===== src/rtl/if_fetch_stage_pkg.sv =====
// Shared definitions for the instruction fetch stage: next-PC select codes,
// opcode constants, bubble encoding, FSM state encoding and the IF/ID slot type.
package if_fetch_stage_pkg;

    localparam logic [2:0] NPC_PLUS4  = 3'b000;
    localparam logic [2:0] NPC_BRANCH = 3'b001;
    localparam logic [2:0] NPC_JUMP   = 3'b010;
    localparam logic [2:0] NPC_JALR   = 3'b011;

    localparam logic [6:0] OPCODE_LOAD   = 7'b0000011;
    localparam logic [6:0] OPCODE_OP_IMM = 7'b0010011;
    localparam logic [6:0] OPCODE_AUIPC  = 7'b0010111;
    localparam logic [6:0] OPCODE_STORE  = 7'b0100011;
    localparam logic [6:0] OPCODE_OP     = 7'b0110011;
    localparam logic [6:0] OPCODE_LUI    = 7'b0110111;
    localparam logic [6:0] OPCODE_BRANCH = 7'b1100011;
    localparam logic [6:0] OPCODE_JALR   = 7'b1100111;
    localparam logic [6:0] OPCODE_JAL    = 7'b1101111;

    // addi x0,x0,0
    localparam logic [31:0] INST_NOP = {12'd0, 5'd0, 3'b000, 5'd0, OPCODE_OP_IMM};

    localparam logic [1:0] ST_FETCH = 2'd0;
    localparam logic [1:0] ST_HOLD  = 2'd1;
    localparam logic [1:0] ST_DRAIN = 2'd2;

    typedef struct packed {
        logic [31:0] inst;
        logic [31:0] pc;
        logic        valid;
    } ifid_t;

    function automatic logic [31:0] sat_inc32(input logic [31:0] v);
        return (v == 32'hFFFF_FFFF) ? v : v + 32'd1;
    endfunction

endpackage


===== src/rtl/if_fetch_stage_npc_gen.sv =====
// Combinational next-PC target mux for the fetch stage.
module if_fetch_stage_npc_gen
    import if_fetch_stage_pkg::*;
(
    input  logic [2:0]  npc_op_i,
    input  logic [31:0] npc_imm_i,
    input  logic [31:0] pc_if_i,
    input  logic [31:0] pc_id_i,
    input  logic [31:0] pc_ex_i,
    input  logic [31:0] alu_result_ex_i,
    output logic [31:0] target_o
);

    // JAL resolves in decode, so its base is the IF/ID PC rather than EX.
    always_comb begin
        target_o = pc_if_i + 32'd4;
        case (npc_op_i)
            NPC_BRANCH: target_o = pc_ex_i + npc_imm_i;
            NPC_JUMP:   target_o = pc_id_i + npc_imm_i;
            NPC_JALR:   target_o = alu_result_ex_i & ~32'h1;
            default:    target_o = pc_if_i + 32'd4;
        endcase
    end

endmodule


===== src/rtl/if_fetch_stage.sv =====
// Fetch stage: PC register, imem request FSM (FETCH/HOLD/DRAIN) and IF/ID register.
// Optional performance counters are enabled with the IF_PERF_CNT_EN macro.
module if_fetch_stage
    import if_fetch_stage_pkg::*;
#(
    parameter logic [31:0] RESET_PC = 32'h0000_0000,
    parameter logic [31:0] NOP_INST = INST_NOP
) (
    input  logic        clk,
    input  logic        rst_n,
    input  logic        stall_IF,
    input  logic        flush_IF,
    input  logic [2:0]  NPCOp_in,
    input  logic [31:0] NPCImm_in,
    input  logic [31:0] pc_EX,
    input  logic [31:0] alu_result_EX,
    output logic        imem_req,
    output logic [31:0] imem_addr,
    input  logic        imem_ack,
    input  logic [31:0] imem_rdata,
    output logic [31:0] pc_IF,
    output logic [31:0] inst_ID,
    output logic [31:0] pc_ID,
    output logic        valid_ID
`ifdef IF_PERF_CNT_EN
    ,
    output logic [31:0] perf_fetched,
    output logic [31:0] perf_squashed,
    output logic [31:0] perf_wait
`endif
);

    logic [1:0]  state_q, state_d;
    logic [31:0] pc_q, pc_d;
    logic [31:0] req_addr_q, req_addr_d;
    logic [31:0] drain_addr_q, drain_addr_d;
    logic [31:0] inst_buf_q, inst_buf_d;
    ifid_t       ifid_q, ifid_d;
    ifid_t       bubble;
    logic        redirect;
    logic [31:0] target;

    if_fetch_stage_npc_gen u_npc_gen (
        .npc_op_i        (NPCOp_in),
        .npc_imm_i       (NPCImm_in),
        .pc_if_i         (pc_q),
        .pc_id_i         (ifid_q.pc),
        .pc_ex_i         (pc_EX),
        .alu_result_ex_i (alu_result_EX),
        .target_o        (target)
    );

    assign redirect  = flush_IF & ~stall_IF;
    // Gating with rst_n drops the request the instant reset asserts.
    assign imem_req  = rst_n & (state_q != ST_HOLD);
    assign imem_addr = (state_q == ST_DRAIN) ? drain_addr_q : req_addr_q;

    assign pc_IF    = pc_q;
    assign inst_ID  = ifid_q.inst;
    assign pc_ID    = ifid_q.pc;
    assign valid_ID = ifid_q.valid;

    assign bubble = '{inst: NOP_INST, pc: pc_q, valid: 1'b0};

    always_comb begin
        state_d      = state_q;
        pc_d         = pc_q;
        req_addr_d   = req_addr_q;
        drain_addr_d = drain_addr_q;
        inst_buf_d   = inst_buf_q;
        ifid_d       = ifid_q;

        case (state_q)
            ST_FETCH: begin
                if (redirect) begin
                    ifid_d       = bubble;
                    pc_d         = target;
                    req_addr_d   = target;
                    drain_addr_d = req_addr_q;
                    state_d      = imem_ack ? ST_FETCH : ST_DRAIN;
                end else if (imem_ack && !stall_IF) begin
                    ifid_d     = '{inst: imem_rdata, pc: pc_q, valid: 1'b1};
                    pc_d       = pc_q + 32'd4;
                    req_addr_d = pc_q + 32'd4;
                end else if (imem_ack) begin
                    inst_buf_d = imem_rdata;
                    state_d    = ST_HOLD;
                end else if (!stall_IF) begin
                    ifid_d = bubble;
                end
            end

            ST_HOLD: begin
                if (!stall_IF) begin
                    ifid_d     = '{inst: inst_buf_q, pc: pc_q, valid: 1'b1};
                    pc_d       = pc_q + 32'd4;
                    req_addr_d = pc_q + 32'd4;
                    state_d    = ST_FETCH;
                end
            end

            ST_DRAIN: begin
                // The abandoned fetch must complete before the new address goes out.
                if (!stall_IF) begin
                    ifid_d = bubble;
                end
                if (redirect) begin
                    pc_d       = target;
                    req_addr_d = target;
                end
                if (imem_ack) begin
                    state_d = ST_FETCH;
                end
            end

            default: state_d = ST_FETCH;
        endcase
    end

    always_ff @(posedge clk or negedge rst_n) begin
        if (!rst_n) begin
            state_q      <= ST_FETCH;
            pc_q         <= RESET_PC;
            req_addr_q   <= RESET_PC;
            drain_addr_q <= RESET_PC;
            inst_buf_q   <= 32'd0;
            ifid_q       <= '{inst: NOP_INST, pc: 32'd0, valid: 1'b0};
        end else begin
            state_q      <= state_d;
            pc_q         <= pc_d;
            req_addr_q   <= req_addr_d;
            drain_addr_q <= drain_addr_d;
            inst_buf_q   <= inst_buf_d;
            ifid_q       <= ifid_d;
        end
    end

`ifdef IF_PERF_CNT_EN
    logic [31:0] perf_fetched_q, perf_squashed_q, perf_wait_q;
    logic        fetch_load;

    assign fetch_load = ((state_q == ST_FETCH) & imem_ack & ~stall_IF & ~redirect)
                      | ((state_q == ST_HOLD) & ~stall_IF);

    always_ff @(posedge clk or negedge rst_n) begin
        if (!rst_n) begin
            perf_fetched_q  <= 32'd0;
            perf_squashed_q <= 32'd0;
            perf_wait_q     <= 32'd0;
        end else begin
            if (fetch_load) perf_fetched_q <= sat_inc32(perf_fetched_q);
            if (redirect)   perf_squashed_q <= sat_inc32(perf_squashed_q);
            if ((state_q != ST_HOLD) && !imem_ack) perf_wait_q <= sat_inc32(perf_wait_q);
        end
    end

    assign perf_fetched  = perf_fetched_q;
    assign perf_squashed = perf_squashed_q;
    assign perf_wait     = perf_wait_q;
`endif

    a_no_plus4_flush: assert property (@(posedge clk) disable iff (!rst_n)
        flush_IF |-> (NPCOp_in != NPC_PLUS4));

    a_no_redirect_from_hold: assert property (@(posedge clk) disable iff (!rst_n)
        ((state_q == ST_HOLD) && !stall_IF) |-> !flush_IF);

    a_addr_stable: assert property (@(posedge clk) disable iff (!rst_n)
        (imem_req && !imem_ack) |=> $stable(imem_addr));

endmodule


===== config.mk =====
export PLATFORM = sky130hd
export DESIGN_NAME = if_fetch_stage
export DESIGN_NICKNAME = d
export VERILOG_FILES = /design/src/rtl/if_fetch_stage_pkg.sv /design/src/rtl/if_fetch_stage_npc_gen.sv /design/src/rtl/if_fetch_stage.sv
export SDC_FILE = /design/constraint.sdc
export NUM_CORES = 1
export LEC_CHECK = 0
export BUFFER_PORTS_ARGS = -buffer_cell sky130_fd_sc_hd__buf_2
export CAP_MARGIN = 0
export CORE_MARGIN = 2
export CORE_UTILIZATION = 56
export CTS_CLUSTER_SIZE = 30
export DETAILED_ROUTE_END_ITERATION = 10
export PLACE_DENSITY = 0.84
export SLEW_MARGIN = 20
export SYNTH_ARGS = -nofsm -noshare
export SYNTH_HDL_FRONTEND = slang
export SYNTH_SLANG_ARGS = --single-unit

===== constraint.sdc =====
create_clock -name clk -period 6.43 [get_ports clk]
set_input_delay 0.9645 -clock clk [delete_from_list [all_inputs] [get_ports clk]]
set_output_delay 0.9645 -clock clk [all_outputs]
set_load 0.02 [all_outputs]

==> flow_metrics.env <==
export IMPL_syn_area_um2=10000
export IMPL_layout_common_cells="263 x buf_2, 160 x dfrtp_1, 115 x mux2_2"
export IMPL_ys_seq_area_share_pct=40.8
export IMPL_cts_max_level=4
export IMPL_skew_ns=0.00942
export IMPL_root_buffer="clkbuf_16"
export IMPL_dp_cells=1471
export IMPL_nFillCells=1292
export IMPL_final_period_utilization_pct=65.0
export IMPL_vias=9489
export IMPL_min_path_type="reg2reg"
export IMPL_drc=0
export IMPL_syn_nets=1213
export IMPL_final_max_slew_violation_count=0
export IMPL_grtUsageTotal_pct=30.9
export IMPL_ctsHoldBuffers=0
export IMPL_vdd_drop_max_uv=234
export IMPL_fp_dieH_um=138
export IMPL_r2r_slack_ns=2.53
export IMPL_status="finished, final reports clean"
export IMPL_worst_pin_slew_ns=1.12
export IMPL_ctsResizeCount=0
export IMPL_dp_hpwl_um=20500
export IMPL_ys_flop_type="dfrtp_1"
export IMPL_leakagePower_nw=5.81
export IMPL_min_period_ns=4.18
export IMPL_drive_gt1_share_pct=35.1
export IMPL_via_per_inst=6.30
export IMPL_start_kind="input pin"
export IMPL_area_delta_synth_final_pct=20.8
export IMPL_worst_path_max_fanout=22
export IMPL_cts_tree="built"
export IMPL_grt_max_degree=99
export IMPL_io_pins=266
export IMPL_post_cts_setup_buffers=0
export IMPL_cp_arrival_ns=4.55
export IMPL_slowest_stage="o31a_1"
export IMPL_crit_path_max_incr_delay_ns=0.39
export IMPL_power_density_nw_per_um2=424
export IMPL_rsz0062_at_grt="no"
export IMPL_ys_warn_count=0
export IMPL_grt_pass1_vias=8906
export IMPL_die_w_um=138
export IMPL_syn_avg_cell_area_um2=9.65
export IMPL_core_area_um2=17400
export IMPL_overflow=0
export IMPL_layout_commonest_cell="buf_2"
export IMPL_ys_ff_latch=163
export IMPL_synth_edf_count=0
export IMPL_cp_end_kind="flip-flop"
export IMPL_antenna_found_initial=4
export IMPL_finalSetupViolCount=0
export IMPL_setup_tns_ns=0
export IMPL_row_count=48
export IMPL_clock_fmax_ghz=0.239
export IMPL_wl_per_cell_um=19.6
export IMPL_firstDrtPassIters=5
export IMPL_initial_core_util_pct=57.6
export IMPL_slew_headroom_pct=25.0
export IMPL_fin_nets=1442
export IMPL_wl_um=29500
export IMPL_drv_cap=0
export IMPL_clk_latency_ns=0.44
export IMPL_portBuffers=264
export IMPL_gp_congestion=0.927
export IMPL_crit_chain="buf_2 > nor3b_2 > buf_4 > mux2_2 > ha_1 > a21oi_1 > o21ai_0 > or2_0 > o31a_1 > a31o_2 > o41ai_1 > mux2i_1 > a21o_1"
export IMPL_ys_types=74
export IMPL_grt_pass1_wl_um=45400
export IMPL_layoutNonFillerInstCount=1506
export IMPL_cts_buffers=17
export IMPL_synth_cells=1036
export IMPL_crit_required_ns=6.80
export IMPL_postSynth_asyncResetShare_pct=100
export IMPL_first_iter_violations=739
export IMPL_clkSlewWorstSetupHoldPaths_ns=0.07
export IMPL_cts_max_path_buffers=2
export IMPL_fp_dieArea_um2=18900
export IMPL_clock_sinks=163
export IMPL_detail_route_antenna_nets=0
export IMPL_critPathKind="in2reg"
export IMPL_hold_viol=0
==> metrics by stage <==
stage          power [mW]  hold slack (ns)  worst slack (ns)  utilization [%]  area, µm²
2_1_floorplan        3.30            0.450              2.10                -      10000
3_3_place_gp         4.00            0.456              1.92             66.1      11500
3_5_place_dp         4.08            0.465              1.89             66.1      11500
4_1_cts              5.11            0.482              2.31             69.4      12100
5_1_grt              5.42            0.511              2.10             69.5      12100
6_report             5.12            0.476              2.25             69.5      12100
==> final cells by class <==
| cell class | count | area, µm² | share of cell area [%] |
|---|---|---|---|
| multi-input cells | 789 | 5630 | 46.7 |
| flip-flops and latches | 163 | 4080 | 33.8 |
| repair buffers | 275 | 1410 | 11.7 |
| clock buffers | 17 | 425 | 3.52 |
| well taps | 225 | 282 | 2.33 |
| clock inverters | 15 | 159 | 1.32 |
| inverters | 19 | 71.3 | 0.591 |
| diodes | 3 | 7.51 | 0.0622 |
==> cells by family after synthesis <==
logic type / after synthesis / share of synthesized area, %
AOI/OAI and AO/OA: 323 / 21.4
and+or+nand+nor: 279 / 13.7
DFF: 163 / 40.8
muxes: 120 / 13.5
buffers and inverters: 84 / 3.17
adders and majority gates: 41 / 5.21
xor gates and xnor gates: 26 / 2.28
==> where the power goes <==
part / internal [mW] / switching (mW) / total (mW)
clock: 0.524 / 0.495 / 1.02
combinational: 0.877 / 1.43 / 2.30
sequential: 1.44 / 0.354 / 1.80
total: 2.84 / 2.28 / 5.12
==> state kept, by name, indices dropped and copies added (netlist names) <==
| name | cells |
|---|---|
| inst_ID | 32 |
| req_addr_q | 32 |
| pc_ID | 32 |
| inst_buf_q | 32 |
| valid_ID | 1 |
| state_q | 2 |
| drain_addr_q | 32 |
==> worst max-delay path, delay by kind of cell <==
| kind | cells | cell delay [ns] |
|---|---|---|
| and+or+nand+nor | 2 | 0.44 |
| adders and majority gates | 1 | 0.36 |
| AOI/OAI and AO/OA | 6 | 1.61 |
| buffers and inverters | 2 | 0.53 |
| muxes | 2 | 0.63 |
==> cell usage after synthesis, drive strengths merged, types with 6 or more instances <==
cell type  instances  share of area, %
o21ai            108               5.4
a21oi             47               2.4
mux2             115                13
xnor2             15               1.3
o21a               8              0.60
nor2b              7              0.44
ha                40               5.0
nor3              20               1.0
nor2              58               2.2
inv               19              0.71
nand3             18              0.95
nand2            107               4.0
a21o              16               1.2
and3              14              0.94
a22o              36               3.2
nor4               7              0.74
clkbuf            62               2.3
xor2              11              0.96
nand4              8              0.50
o221ai            12               1.1
nand2b             7              0.44
dfrtp            160                40
a22oi             36               2.7
a211oi             7              0.53
o31ai              6              0.45
and2               9              0.56
==> routing by layer <==
layer / vias to the layer above / global-route usage, % / share of wire [%]
li1: 4306 / - / -
met4: 4 / 11.7 / 2.4
met5: - / 0 / 0.11
met2: 529 / 51.1 / 47
met1: 4588 / 39.6 / 40
met3: 62 / 7.03 / 9.9
==> path summary, 6_finish.rpt <==
| path | end | start | depth (start not counted) |
|---|---|---|---|
| worst max register to register | req_addr_q[26] | state_q[0] | 9 |
| worst min-delay path | inst_ID[13] | inst_ID[13] | 2 |
| min in group asynchronous | inst_buf_q[7] | rst_n | 1 |
| worst max-delay path | req_addr_q[29] | NPCOp_in[2] | 13 |
| max in group asynchronous | req_addr_q[19] | rst_n | 2 |
| worst min register to register | inst_ID[13] | inst_ID[13] | 2 |
Power figures use the tool's default switching activity.
